### src/rtl/reg_pkg.sv
// reg_pkg: shared types and constants for the reg_* slice family.
// Holds the slice state encoding and the depth-to-level helper.
`ifndef REG_DELAY_CYCLE
`define REG_DELAY_CYCLE
`endif

package reg_pkg;

    typedef enum logic [1:0] {
        ST_EMPTY = 2'b00,
        ST_BUSY  = 2'b01,
        ST_FULL  = 2'b10
    } slice_state_e;

    localparam int unsigned SLICE_DEPTH = 2;

    // Number of beats held in a given state; illegal codes hold none.
    function automatic logic [1:0] state_level(input slice_state_e st);
        logic [1:0] lvl;
        lvl = 2'd0;
        unique case (st)
            ST_BUSY: lvl = 2'd1;
            ST_FULL: lvl = 2'(SLICE_DEPTH);
            default: lvl = 2'd0;
        endcase
        return lvl;
    endfunction

endpackage

### src/rtl/reg_chk.sv
// reg_chk: payload sanity checker for the upstream side of a slice.
// Flags an unknown payload presented with a valid beat when enabled.
import reg_pkg::*;

module reg_chk #(
    parameter int DATA_WIDTH = 32,
    parameter bit EN         = 1'b0
) (
    input logic                  i_clk,
    input logic                  i_rst_n,
    input logic                  i_valid,
    input logic [DATA_WIDTH-1:0] i_data
);

    // A valid beat must carry a fully known payload.
    a_data_known: assert property (
        @(posedge i_clk) disable iff (!i_rst_n || !EN)
        i_valid |-> !$isunknown(i_data)
    );

endmodule

### src/rtl/reg_slice_vld_rdy.sv
// reg_slice_vld_rdy: two-entry valid/ready skid slice.
// Registers valid, ready and data so neither direction has a comb path.
`ifndef REG_DELAY_CYCLE
`define REG_DELAY_CYCLE
`endif

import reg_pkg::*;

module reg_slice_vld_rdy #(
    parameter int DATA_WIDTH = 32
) (
    input  logic                  i_clk,
    input  logic                  i_rst_n,
    input  logic                  i_flush,
    input  logic                  i_valid,
    output logic                  o_ready,
    input  logic [DATA_WIDTH-1:0] i_data,
    output logic                  o_valid,
    input  logic                  i_ready,
    output logic [DATA_WIDTH-1:0] o_data,
    output logic [1:0]            o_level
);

`ifdef REG_CHECK
    localparam bit CHK_EN = 1'b1;
`else
    localparam bit CHK_EN = 1'b0;
`endif

    slice_state_e          state_q;
    slice_state_e          state_d;
    logic [DATA_WIDTH-1:0] main_q;
    logic [DATA_WIDTH-1:0] skid_q;
    logic                  in_fire;
    logic                  out_fire;
    logic                  load_main;
    logic                  load_skid;
    logic                  skid_to_main;

    assign o_valid  = (state_q != ST_EMPTY);
    assign o_ready  = (state_q != ST_FULL);
    assign o_level  = state_level(state_q);
    assign o_data   = main_q;
    assign in_fire  = i_valid & o_ready;
    assign out_fire = o_valid & i_ready;

    // State register; reset empties the slice immediately.
    always_ff @(posedge i_clk or negedge i_rst_n) begin
        if (!i_rst_n) begin
            state_q <= ST_EMPTY;
        end else begin
            state_q <= state_d;
        end
    end

    // Next state and data-register load selects; flush wins over fires.
    always_comb begin
        state_d      = state_q;
        load_main    = 1'b0;
        load_skid    = 1'b0;
        skid_to_main = 1'b0;
        if (i_flush) begin
            state_d = ST_EMPTY;
        end else begin
            unique case (state_q)
                ST_EMPTY: begin
                    if (in_fire) begin
                        state_d   = ST_BUSY;
                        load_main = 1'b1;
                    end
                end
                ST_BUSY: begin
                    if (in_fire && out_fire) begin
                        load_main = 1'b1;
                    end else if (in_fire) begin
                        state_d   = ST_FULL;
                        load_skid = 1'b1;
                    end else if (out_fire) begin
                        state_d = ST_EMPTY;
                    end
                end
                ST_FULL: begin
                    if (out_fire) begin
                        state_d      = ST_BUSY;
                        skid_to_main = 1'b1;
                    end
                end
                default: state_d = ST_EMPTY;
            endcase
        end
    end

    // Payload registers; no reset since o_valid qualifies them.
    always_ff @(posedge i_clk) begin
        if (load_main) begin
            main_q <= `REG_DELAY_CYCLE i_data;
        end else if (skid_to_main) begin
            main_q <= `REG_DELAY_CYCLE skid_q;
        end
        if (load_skid) begin
            skid_q <= `REG_DELAY_CYCLE i_data;
        end
    end

    reg_chk #(
        .DATA_WIDTH (DATA_WIDTH),
        .EN         (CHK_EN)
    ) u_chk (
        .i_clk   (i_clk),
        .i_rst_n (i_rst_n),
        .i_valid (i_valid),
        .i_data  (i_data)
    );

endmodule

### config.mk
export PLATFORM = sky130hd
export DESIGN_NAME = reg_slice_vld_rdy
export DESIGN_NICKNAME = d
export VERILOG_FILES = /design/src/rtl/reg_pkg.sv /design/src/rtl/reg_chk.sv /design/src/rtl/reg_slice_vld_rdy.sv
export SDC_FILE = /design/constraint.sdc
export NUM_CORES = 1
export LEC_CHECK = 0
export CAP_MARGIN = 20
export CELL_PAD_IN_SITES_DETAIL_PLACEMENT = 2
export CELL_PAD_IN_SITES_GLOBAL_PLACEMENT = 2
export CORE_ASPECT_RATIO = 0.8
export CORE_MARGIN = 8
export CORE_UTILIZATION = 34
export DETAILED_ROUTE_END_ITERATION = 10
export GPL_TIMING_DRIVEN = 0
export PLACE_DENSITY_LB_ADDON = 0.1
export SLEW_MARGIN = 15
export SYNTH_ARGS = -nofsm -noshare
export SYNTH_HDL_FRONTEND = slang
export SYNTH_HIERARCHICAL = 1
export SYNTH_SLANG_ARGS = --single-unit
### constraint.sdc
create_clock -name i_clk -period 3.9 [get_ports i_clk]
set_clock_uncertainty 0.05 [all_clocks]
set_input_delay 0.39 -clock i_clk [delete_from_list [all_inputs] [get_ports i_clk]]
set_output_delay 0.39 -clock i_clk [all_outputs]
set_load 0.005 [all_outputs]
==> flow_summary.json <==
{
  "status": "complete, no violations",
  "dp_hpwl_um": 4370,
  "p_seq_frac": 0.566,
  "p_leak_nw": 1.35,
  "yosys_warnings": 6,
  "synth_largest_area_cell": "edfxtp_1",
  "grt_usage": 0.115,
  "clockRootBuffer": "clkbuf_8",
  "cts_tree": "done",
  "cp-start-kind": "primary input",
  "place_area_um2": 3520,
  "fin_nets": 240,
  "grt_pass1_vias": 1563,
  "min_period_ps": 2200,
  "maxCapViolCount": 0,
  "cts_made_buffers": 9,
  "synth.area.top_cells": "edfxtp_1 (74%), mux2_4 (17%), dfrtp_1 (1.9%), buf_6 (1.3%), mux2_2 (0.87%)",
  "coreArea_um2": 7390,
  "clock_latency_ps": 330,
  "hold_viol": 0,
  "critical_path_class": "primary input to register",
  "critical_path.endpoint_type": "register",
  "max_freq_ghz": 0.455,
  "rows": 28,
  "pwr-share-clk": 0.317,
  "rsz0062_at_grt": "false",
  "maxSlewViolCount": 0,
  "switching_share": 0.215,
  "p_sw_uw": 310,
  "synth-edff-count": 64,
  "cts_resized": 0,
  "cts.sinks": 66,
  "synth_nets": 153,
  "post-place-ws_ps": 1320,
  "hp-class": "primary input to async pin",
  "syn_to_final_growth_pct": 41.6,
  "drive_gt1_frac": 0.267,
  "crit_required_ps": 3890,
  "hold_buffers": 0,
  "clkTransAtPathRegs_ps": 70,
  "p_comb_frac": 0.117,
  "slew_headroom": 0.458,
  "drt-initial-drc-count": 18,
  "ys_seq_elements": 66,
  "post-cts-setup-buffer-count": 0,
  "grt_max_degree": 20,
  "path_max_fanout": 10,
  "syn_inst": 116,
  "p_int_mw": 1.13,
  "place.gp.congestion": 0.676,
  "min_period_over_period": 0.563,
  "wl_per_cell_um": 18.6,
  "cts_buffer_depth": 2,
  "drt-total-wl_um": 5790,
  "syn_area_um2": 2590,
  "setup_viol": 0,
  "fin_cells": 311,
  "synth.distinct_cells": 17,
  "power_density_nw_per_um2": 393,
  "die_width_um": 114,
  "worst_slew_pin_slew_ps": 810,
  "via_per_inst": 4.39,
  "initial_utilization": 0.350,
  "die_height_um": 94.0,
  "cp.arrival_ps": 2190,
  "r2r_cells": 4,
  "dp.cells": 297,
  "setup_ws_ps": 1700,
  "ys_seq_area_frac": 0.762,
  "stdcell_area_um2": 3660,
  "port_buffers": 72,
  "synth_area_per_cell_um2": 22.3,
  "antenna_found_initial": 0,
  "async_flop_share": 0.0303,
  "grt_pass1_wl_um": 9030,
  "dieArea_um2": 10700,
  "vias": 1366,
  "htreeDepth": 3,
  "diodes": 0,
  "synth.top_cell.area_share": 0.743,
  "synth_flop_cell": "edfxtp_1",
  "first_pass_iters": 4,
  "report.power.total_mw": 1.44,
  "pin_count": 73,
  "vdd_ir_drop_max_v": 0.000196,
  "antenna_left": 0,
  "drc": 0,
  "overflow": 0
}
critical path, stage by stage:
cell             delay (ps)
clkdlybuf4s50_1         480
nor2b_4                 210
nor3b_2                 700
buf_6                   240
buf_6                   160
final timing paths:
path	from	end	slack, ps
max	i_valid	skid_q[29]	1700
min	i_rst_n	state_q[1]	170
max reg2reg	state_q[1]	o_data[12]	1800
min reg2reg	skid_q[14]	o_data[14]	500
max in group asynchronous	i_rst_n	state_q[0]	3500
min in group i_clk	skid_q[14]	o_data[14]	500
state kept, by name, summed over array words and instances, names as in the netlist:
| register | count |
|---|---|
| o_data | 32 |
| skid_q | 32 |
| state_q | 2 |
power by group through the flow:
stage | Sequential (mW) | Combinational (mW) | Clock, mW
final | 0.817 | 0.169 | 0.456
after floorplan | 0.835 | 0.0614 | 0
after CTS | 0.817 | 0.173 | 0.478
after global placement | 0.833 | 0.156 | 0
after global routing | 0.819 | 0.180 | 0.504
after detailed placement | 0.832 | 0.172 | 0
per-stage QoR:
stage	hold WS [ps]	utilization	setup TNS, ps
2_1_floorplan	44.4	-	0
4_1_cts	159	0.496	0
3_3_place_gp	484	0.465	-52860
6_report	174	0.496	0
5_1_grt	163	0.496	0
3_5_place_dp	490	0.476	0
metal layers:
| metal | vias to the layer above | part of all wire | global-route usage |
|---|---|---|---|
| met3 | 7 | 0.083 | 0.0610 |
| met5 | - | 0 | 0 |
| met2 | 43 | 0.51 | 0.194 |
| li1 | 628 | - | - |
| met4 | 0 | 0.0099 | 0.0465 |
| met1 | 688 | 0.39 | 0.119 |
cell families (layout without fill, tap and decap cells):
group | Yosys count | count (layout) | synth area share
simple gates | 10 | 10 | 0.0324
buf+inv | 4 | 94 | 0.0145
flops | 66 | 66 | 0.762
compound gates | 4 | 4 | 0.00822
mux | 32 | 32 | 0.183
synth_stat cells, types with 2 or more instances:
cell type and instances:
mux2_2 2, nor2b_1 2, a21oi_1 2, nand2b_1 2, dfrtp_1 2, mux2_4 30
edfxtp_1 64, buf_6 3
cell usage in the layout (no fill, tap or decap), drive strengths merged, types with 2 or more instances in the layout:
| master | netlist | layout |
|---|---|---|
| clkdlybuf4s50 | 0 | 72 |
| edfxtp | 64 | 64 |
| mux2 | 32 | 32 |
| clkbuf | 0 | 9 |
| buf | 3 | 7 |
| clkinv | 0 | 4 |
| nor2b | 3 | 3 |
| nand2b | 2 | 2 |
| dfrtp | 2 | 2 |
| a21oi | 2 | 2 |
layout make-up:
| type | instances | area, um2 |
|---|---|---|
| Multi-Input combinational cell | 46 | 594 |
| Buffer | 3 | 33.8 |
| Tap cell | 105 | 131 |
| Clock inverter | 5 | 23.8 |
| Sequential cell | 66 | 1970 |
| Clock buffer | 9 | 124 |
| Inverter | 1 | 3.75 |
| Fill cell | 652 | 3730 |
| Timing Repair Buffer | 76 | 782 |
Note: power is estimated with default switching activity, not from simulation.
